**src/rtl/stopwatch_pkg.sv**
```systemverilog
// Shared types and constants for the stopwatch core: FSM state encoding,
// BCD digit limits and the bit offsets of each digit within disp.
package stopwatch_pkg;

    typedef enum logic [1:0] {
        StIdle  = 2'd0,
        StRun   = 2'd1,
        StPause = 2'd2,
        StLap   = 2'd3
    } state_e;

    localparam logic [3:0] DigitMax9 = 4'd9;
    localparam logic [3:0] DigitMax5 = 4'd5;

    localparam int unsigned DispWidth = 24;

    localparam int unsigned CsLoOff = 0;
    localparam int unsigned CsHiOff = 4;
    localparam int unsigned SLoOff  = 8;
    localparam int unsigned SHiOff  = 12;
    localparam int unsigned MLoOff  = 16;
    localparam int unsigned MHiOff  = 20;

endpackage

```
**src/rtl/bcd_digit.sv**
```systemverilog
// One decimal digit of the stopwatch count, rolling over after MAX.
// carry is combinational so the whole cascade settles within one cycle.
module bcd_digit
    import stopwatch_pkg::*;
#(
    parameter logic [3:0] MAX = DigitMax9
) (
    input  logic       clk,
    input  logic       rst,
    input  logic       inc,
    input  logic       clr,
    output logic [3:0] q,
    output logic       carry
);

    logic [3:0] cnt_q;

    // The >= rollover keeps the digit inside 0..MAX even from a corrupted value.
    always_ff @(posedge clk or negedge rst) begin
        if (!rst) begin
            cnt_q <= 4'd0;
        end else if (clr) begin
            cnt_q <= 4'd0;
        end else if (inc) begin
            if (cnt_q >= MAX) begin
                cnt_q <= 4'd0;
            end else begin
                cnt_q <= cnt_q + 4'd1;
            end
        end
    end

    assign q     = cnt_q;
    assign carry = inc && (cnt_q == MAX);

endmodule

```
**src/rtl/stopwatch_core.sv**
```systemverilog
// Stopwatch core: mm:ss.cc BCD counter with run / pause / clear control.
// Define STOPWATCH_LAP_EN to build the lap-hold state and lap register.
module stopwatch_core
    import stopwatch_pkg::*;
#(
    parameter bit OVF_STOP = 1'b1
) (
    input  logic                 clk,
    input  logic                 rst,
    input  logic                 tick,
    input  logic                 start_stop,
    input  logic                 clear,
    input  logic                 lap,
    output logic [DispWidth-1:0] disp,
    output logic                 running,
    output logic                 lap_active,
    output logic                 ovf
);

    state_e state_q, state_d;

    logic count_en, clear_hit, all_max, stop_hit, ovf_set, ovf_q;
    logic [3:0] cs_lo, cs_hi, s_lo, s_hi, m_lo, m_hi;
    logic inc_cs_lo, inc_cs_hi, inc_s_lo, inc_s_hi, inc_m_lo, inc_m_hi;
    logic carry_cs_lo, carry_cs_hi, carry_s_lo, carry_s_hi, carry_m_lo, carry_m_hi;
    logic [DispWidth-1:0] live;

    assign count_en  = tick && ((state_q == StRun) || (state_q == StLap));
    assign clear_hit = clear && ((state_q == StIdle) || (state_q == StPause));

    assign all_max = (cs_lo == DigitMax9) && (cs_hi == DigitMax9) &&
                     (s_lo == DigitMax9) && (s_hi == DigitMax5) &&
                     (m_lo == DigitMax9) && (m_hi == DigitMax5);

    // In halt mode the tick at 59:59.99 is swallowed so every digit holds.
    assign stop_hit = OVF_STOP && count_en && all_max;
    assign ovf_set  = OVF_STOP ? stop_hit : carry_m_hi;

    assign inc_cs_lo = count_en && !stop_hit;
    assign inc_cs_hi = carry_cs_lo;
    assign inc_s_lo  = carry_cs_hi;
    assign inc_s_hi  = carry_s_lo;
    assign inc_m_lo  = carry_s_hi;
    assign inc_m_hi  = carry_m_lo;

    bcd_digit #(.MAX(DigitMax9)) u_cs_lo (
        .clk(clk), .rst(rst), .inc(inc_cs_lo), .clr(clear_hit), .q(cs_lo), .carry(carry_cs_lo)
    );
    bcd_digit #(.MAX(DigitMax9)) u_cs_hi (
        .clk(clk), .rst(rst), .inc(inc_cs_hi), .clr(clear_hit), .q(cs_hi), .carry(carry_cs_hi)
    );
    bcd_digit #(.MAX(DigitMax9)) u_s_lo (
        .clk(clk), .rst(rst), .inc(inc_s_lo), .clr(clear_hit), .q(s_lo), .carry(carry_s_lo)
    );
    bcd_digit #(.MAX(DigitMax5)) u_s_hi (
        .clk(clk), .rst(rst), .inc(inc_s_hi), .clr(clear_hit), .q(s_hi), .carry(carry_s_hi)
    );
    bcd_digit #(.MAX(DigitMax9)) u_m_lo (
        .clk(clk), .rst(rst), .inc(inc_m_lo), .clr(clear_hit), .q(m_lo), .carry(carry_m_lo)
    );
    bcd_digit #(.MAX(DigitMax5)) u_m_hi (
        .clk(clk), .rst(rst), .inc(inc_m_hi), .clr(clear_hit), .q(m_hi), .carry(carry_m_hi)
    );

    always_comb begin
        live = '0;
        live[CsLoOff +: 4] = cs_lo;
        live[CsHiOff +: 4] = cs_hi;
        live[SLoOff +: 4]  = s_lo;
        live[SHiOff +: 4]  = s_hi;
        live[MLoOff +: 4]  = m_lo;
        live[MHiOff +: 4]  = m_hi;
    end

    always_ff @(posedge clk or negedge rst) begin
        if (!rst) begin
            ovf_q <= 1'b0;
        end else if (clear_hit) begin
            ovf_q <= 1'b0;
        end else if (ovf_set) begin
            ovf_q <= 1'b1;
        end
    end

    always_ff @(posedge clk or negedge rst) begin
        if (!rst) begin
            state_q <= StIdle;
        end else begin
            state_q <= state_d;
        end
    end

    // Clear outranks start_stop, which outranks lap; ignored commands do not block.
    always_comb begin
        state_d = state_q;
        case (state_q)
            StIdle, StPause: begin
                if (clear) begin
                    state_d = StIdle;
                end else if (start_stop) begin
                    state_d = StRun;
                end
            end
            StRun: begin
                if (stop_hit || start_stop) begin
                    state_d = StPause;
                end
`ifdef STOPWATCH_LAP_EN
                else if (lap) begin
                    state_d = StLap;
                end
`endif
            end
`ifdef STOPWATCH_LAP_EN
            StLap: begin
                if (stop_hit || start_stop) begin
                    state_d = StPause;
                end else if (lap) begin
                    state_d = StRun;
                end
            end
`endif
            default: state_d = StIdle;
        endcase
    end

`ifdef STOPWATCH_LAP_EN
    logic [DispWidth-1:0] lap_q;

    // Captures the pre-increment value, so a same-edge tick is not included.
    always_ff @(posedge clk or negedge rst) begin
        if (!rst) begin
            lap_q <= '0;
        end else if ((state_q == StRun) && (state_d == StLap)) begin
            lap_q <= live;
        end
    end
`else
    logic unused_lap;
    assign unused_lap = lap;
`endif

    always_comb begin
        disp       = live;
        running    = (state_q == StRun) || (state_q == StLap);
        lap_active = 1'b0;
        ovf        = ovf_q;
`ifdef STOPWATCH_LAP_EN
        if (state_q == StLap) begin
            disp       = lap_q;
            lap_active = 1'b1;
        end
`endif
    end

endmodule

```
**config.mk**
```make
export PLATFORM = sky130hd
export DESIGN_NAME = stopwatch_core
export DESIGN_NICKNAME = d
export VERILOG_FILES = /design/src/rtl/stopwatch_pkg.sv /design/src/rtl/bcd_digit.sv /design/src/rtl/stopwatch_core.sv
export SDC_FILE = /design/constraint.sdc
export NUM_CORES = 1
export LEC_CHECK = 0
export CELL_PAD_IN_SITES_DETAIL_PLACEMENT = 2
export CELL_PAD_IN_SITES_GLOBAL_PLACEMENT = 2
export CORE_MARGIN = 5
export CORE_UTILIZATION = 32
export DETAILED_ROUTE_END_ITERATION = 10
export GPL_TIMING_DRIVEN = 0
export HOLD_SLACK_MARGIN = 0.08
export PLACE_DENSITY = 0.88
export SLEW_MARGIN = 25
export SYNTH_ARGS = -nofsm -noshare
export SYNTH_HDL_FRONTEND = slang
export SYNTH_SLANG_ARGS = --single-unit
export TNS_END_PERCENT = 5
```
**constraint.sdc**
```tcl
create_clock -name clk -period 2.5 [get_ports clk]
set_input_delay 0.25 -clock clk [delete_from_list [all_inputs] [get_ports clk]]
set_output_delay 0.25 -clock clk [all_outputs]
set_load 0.005 [all_outputs]
```
# == After elaboration in Yosys (flattened, before gate mapping) ==
# Cells that the tools add are included.
# totals
output_inout_bits,27
reg_bits,27
# classes
eq_ne,11
muxes,24
n_addsub,6
n_reduce_logical,28
magnitude_cmp,6
# op_table
op,n
2-to-1 mux 4 bit,18
"adder 4 x 1 -> 4 bit, second input constant",6
"== test 4 bit, second input constant",4
">= comparator 4 bit, second input constant",4
logical AND 1 bit,14
nonzero test 2 bit,7
"== test 4 x 3 -> 1 bit, second input constant",2
">= comparator 4 x 3 -> 1 bit, second input constant",2
2-to-1 mux 2 bit,3
"== test 2 bit, second input constant",2
case mux 2 bit (2 select lines),1
logical OR 1 bit,3
"inequality test 3 bit, second input constant",1
"== test 2 x 1 -> 1 bit, second input constant",1
zero test 2 bit,1
2-to-1 mux 1 bit,2
"inequality test 2 x 1 -> 1 bit, second input constant",1
AND reduction 2 bit,1
OR reduction 2 bit,1
zero test 1 bit,1

# == Depth between registers and ports, before layout ==
# depth
depth_word,16
ltp_mapped,7
mapped_depth_nobuf,7

# == Hierarchy ==
# Synthesis repeated with hierarchy kept, for this count alone.
# hier_totals
cells_unflattened,173
hier_area_um2,1755.4
# modules_own_cells
mod,seq_area_each_um2,area_per_inst_um2,cells_per_inst,n_inst
bcd_digit (u_cs_hi ...),100.1,246.5,22,4
bcd_digit (u_m_hi ...),100.1,257.7,28,2
stopwatch_core,75.1,254.0,29,1

# == Least setup slack after synthesis ==
# No wires, ideal clock.
# synth_path
path_kind,flip-flop to flip-flop
start,"reg u_s_lo.cnt_q[1], in the netlist u_s_lo.q[1]"
end,reg state_q[0]
path_stages_with_launch,8
slack_ps,561
arrival_ps,1818
required_ps,2379
path_buffers,0
cell_sequence,dfrtp_1 > inv_1 > ha_1 > nand3b_4 > or4_4 > nor3_2 > a21oi_1 > a32o_1
# synth_between
elab_chain_len,9
# synth_rtl
item,line_no,source
"start, declared",bcd_digit.sv:16,logic [3:0] cnt_q;
"start signal, assigned",bcd_digit.sv:28,cnt_q <= cnt_q + 4'd1;
== test 4 bit,stopwatch_core.sv:32,(s_lo == DigitMax9) && (s_hi == DigitMax5) &&
logical AND 1 bit,stopwatch_core.sv:31,assign all_max = (cs_lo == DigitMax9) && (cs_hi == DigitMax9) &&
logical AND 1 bit (2 in a row),stopwatch_core.sv:32,
logical AND 1 bit,stopwatch_core.sv:33,(m_lo == DigitMax9) && (m_hi == DigitMax5);
logical AND 1 bit,stopwatch_core.sv:36,assign stop_hit = OVF_STOP && count_en && all_max;
logical OR 1 bit,stopwatch_core.sv:105,if (stop_hit || start_stop) begin
inequality test 2 x 1 -> 1 bit (no line),-,
AND reduction 2 bit (no line),-,
"end signal, assigned",stopwatch_core.sv:87,state_q <= StIdle;
"end signal, assigned",stopwatch_core.sv:89,state_q <= state_d;
"end, declared",stopwatch_core.sv:20,"state_e state_q, state_d;"
# No other way between the ends.
# A chain may end at the register's enable or synchronous reset.

# == Final worst setup path ==
# layout_path
start,"reg u_m_hi.cnt_q[1], in the netlist u_m_hi.q[1]"
end,"reg u_s_hi.cnt_q[2], in the netlist u_s_hi.q[2]"
# layout_between
elab_chain_len,9
# layout_rtl
item,line_no,source
"start, declared",bcd_digit.sv:16,
"start signal, assigned",bcd_digit.sv:28,
== test 4 x 3 -> 1 bit,-,
logical AND 1 bit,stopwatch_core.sv:33,
logical AND 1 bit,stopwatch_core.sv:36,
zero test 1 bit,stopwatch_core.sv:39,assign inc_cs_lo = count_en && !stop_hit;
logical AND 1 bit,stopwatch_core.sv:39,
logical AND 1 bit (3 in a row),bcd_digit.sv:34,assign carry = inc && (cnt_q == MAX);
nonzero test 2 bit (no line),-,
"end signal, assigned",bcd_digit.sv:28,
"end, declared",bcd_digit.sv:16,
# No other way between the ends.

==> impl_results.md <==
* Final Worst Setup Slack at 365 ps
* Power per standard cell area at roughly 400 nW/µm²
* Area overhead of the layout relative to synthesis at 24.4%
* Top cell type by total area after synthesis: dfrtp_1
* Fraction of registers with async set/reset at 1.00
* Headroom to the max-slew limit at 0.558
* P_leak at ~0.9 nW
* Height of the die at between 80 and 90 µm
* Worst Hold End: ovf$_DFFE_PN0P_
* Longest Clk Path Bufs at 2
* First-pass GRT wire length at 9380 µm
* TritonCTS clock tree: done
* Wire length per cell after detailed routing at between 15 and 20 µm
* Prevailing post-synth register cell: dfrtp_1
* Synth cell types at just under 50
* Number of H-tree branching levels at 1
* Status: finished clean
* WP data required at about 2700 ps
* Post-Syn Instances at around 200
* Max capacitance violation total at 0
* Worst slack after detailed placement at around 230 ps
* Sequential element share of the synthesized area at 0.375
* Yosys warning count at 0
* Synthesized area divided by synthesized cell count at between 9 and 10 µm²
* Via count of the first global-routing pass at 1862
* Overall die area at 7230 µm²
* Detailed Route Iter0 Violations at 35
* Arrival time of the worst setup path at approximately 2300 ps
* CTS sink cnt at 27
* Floorplan core area at 5470 µm²
* Root Buffer: clkbuf_8
* Setup TNS at 0 ps
* Overall routing resource usage at 0.161
* Count of nets left with antenna violations after detail routing at 0
* First-pass iteration count of the detailed router at 4
* Area contributors post-synth: dfrtp_1 (38%), ha_1 (13%), o21ai_0 (4.7%)
* Post-synth design cell area at around 1800 µm²
* Drt total wl at about 5400 µm
* Met3 layer wire length in the routed design at about 140 µm
* Total setup violations reported at the end of the flow at 0
* Antenna cell count at 0
* Most common library cell in the layout ignoring fill and taps: clkdlybuf4s50_1
* Cell depth of the worst flop-to-flop path at 7
* Highest clock frequency the design can meet at between 400 and 500 MHz
* Family of cells with the greatest summed delay on the critical path: simple AND/OR/NAND/NOR gates
* Metal2 WL at 2810 µm
* Synthesized net count at ~220
* Core Rows at 27
* Final critical path time including I/O delays and setup at roughly 2100 ps
* Post-placement cell count at approximately 300
* DRC violations left at 0
* Commonest cells after routing, fill and taps aside: clkdlybuf4s50_1 (29), dfrtp_1 (27), inv_1 (20)
* Largest voltage drop on the vdd net at 0.198 mV
* Wire length the detailed router placed on met1 at between 2000 and 2500 µm
* Top layer reached by signal wires: met4
* Initial core utilization at 0.329
* Worst Setup SP: u_m_hi.q[1]$_DFFE_PN0P_
* FF+latch count, synth at 27
* Count of final max-slew check failures at 0
* Largest net degree at the start of global routing at 28
* Number of antenna violations at the first check in global routing at 0
* Area share of the largest cell type after synthesis at 0.375
* Total clock buffers created by CTS at 3
* Placer Congestion at around 0.77
* Clock latency on the worst-skew pair at approximately 280 ps
* Number of enable-type register cells in the synthesized netlist at 0
* Number of hold-slack violations in the final timing report at 0
* Clock Skews at ~5 ps
* Unrepaired setup endpoints after global routing: false
* Grt ovf at 0
* Fraction of final layout cells with drive strength greater than 1 at 0.0733
* Reg-to-Reg Start: u_m_hi.q[1]$_DFFE_PN0P_
* Delay contributed by the slowest stage of the critical path at 450 ps
* Count of placed standard cells in the final layout, fillers left out at between 300 and 400
* Top-Level Pins at 33
* Hold path startpoint: ovf$_DFFE_PN0P_
* Final-stage net count at around 260
* WP depth at 7
* Worst Hold Class: reg2reg
* Crit Reg-Reg Endpoint: u_s_hi.q[2]$_DFFE_PN0P_
* Worst slew pin tran at about 660 ps
* Width of the chip at about 85 µm
* CP endpoint kind: flip-flop
* Post-route clock period utilization at 0.854
* Ordered list of cells on the worst path: inv_1 > ha_1 > nand3b_1 > or2_2 > o31ai_4 > nand4bb_1 > o211ai_1
* Hold-critical path depth at 2
* Port Buffers at 30
* Via density per instance at 5.34
* Register-to-register setup slack at 370 ps
* Critical setup path kind: reg2reg
* Postcts setup bufs at 0
* Clock transition time at the flip-flop clock pins of the worst setup and hold paths at 100 ps
* Bufs and invs on worst path at 1
* Top fanout value on the critical path at 9
* Half-perimeter wire length after placement at 4030 µm
* CP startpoint kind: flip-flop
* Standard cell with the maximum stage delay on the critical path: o31ai_4
* Detailed-route via count at 1624
==> worst max path at each step <==
stage	to
final	u_s_hi.q[2]$_DFFE_PN0P_
after global routing	u_s_hi.q[2]$_DFFE_PN0P_
after CTS	u_s_hi.q[2]$_DFFE_PN0P_
after detailed placement	u_cs_lo.q[0]$_DFFE_PN0P_
after global placement	u_m_hi.q[2]$_DFFE_PN0P_
after floorplan	state_q[0]$_DFFE_PN0P_
==> synth_stat cells (2+ instances only) <==
cell type / count
nand3b_1: 6
a21oi_1: 4
o31ai_1: 6
nand2_1: 14
clkbuf_1: 3
nor2b_1: 2
nand2b_1: 3
dfrtp_1: 27
or3_1: 2
nor3_1: 4
a41oi_1: 2
nand4_1: 3
nand4b_1: 3
o21ai_0: 17
nand3_1: 14
a211oi_1: 2
inv_1: 20
nor2_1: 14
ha_1: 18
o211ai_1: 2
nor3b_1: 3
==> state kept, by name (all words and copies together) (netlist names) <==
signal / count
u_cs_lo.q: 4
u_m_hi.q: 4
u_s_lo.q: 4
u_cs_hi.q: 4
state_q: 2
u_m_lo.q: 4
u_s_hi.q: 4
ovf: 1
==> report_power, final <==
group / leakage, nW / switching (mW) / total (mW) / internal [mW]
combinational: 0.519 / 0.0899 / 0.158 / 0.0678
sequential: 0.372 / 0.0298 / 0.483 / 0.453
clock: 0.0228 / 0.149 / 0.264 / 0.115
==> repair_timing <==
item	4_1_cts	5_1_grt
endpoints found under the hold margin	27	0
hold buffers	1	0
gates resized for setup	0	0
==> cell families after synthesis <==
group | synth area share
adder cells (fa/ha/maj) | 0.125
AO/OA/AOI/OAI | 0.177
other | 0.00208
flip-flops | 0.375
buffers and inverters | 0.0542
AND/OR/NAND/NOR | 0.267
==> per-layer routing <==
layer / up-vias / track usage
li1: 773 / -
met1: 814 / 0.194
met2: 28 / 0.297
met3: 9 / 0.0214
met4: 0 / 0.0417
met5: - / 0
==> worst min-delay path, cell delays in order, from the launching register on <==
cell and delay (ps):
dfrtp_1 360, nand2_1 50, o21ai_0 70
==> through the flow <==
stage               hold WS [ps]  power [mW]  utilization  area [µm²]
CTS                          518       0.921        0.410        2240
global placement             481       0.640        0.401        2190
detailed placement           334       0.652        0.400        2190
global route                 589       0.954        0.410        2240
finish                       515       0.905        0.410        2240
floorplan                  -45.6       0.562            -        1800
==> final cells by class <==
cell class | count | area (µm²)
multi-input combinational | 145 | 1030
fill | 628 | 3230
sequential | 27 | 676
clock buffer | 4 | 45.0
timing repair buffer | 31 | 305
inverter | 20 | 75.1
tap | 72 | 90.1
buffer | 5 | 22.5
Note: power is estimated with default switching activity, not from simulation.
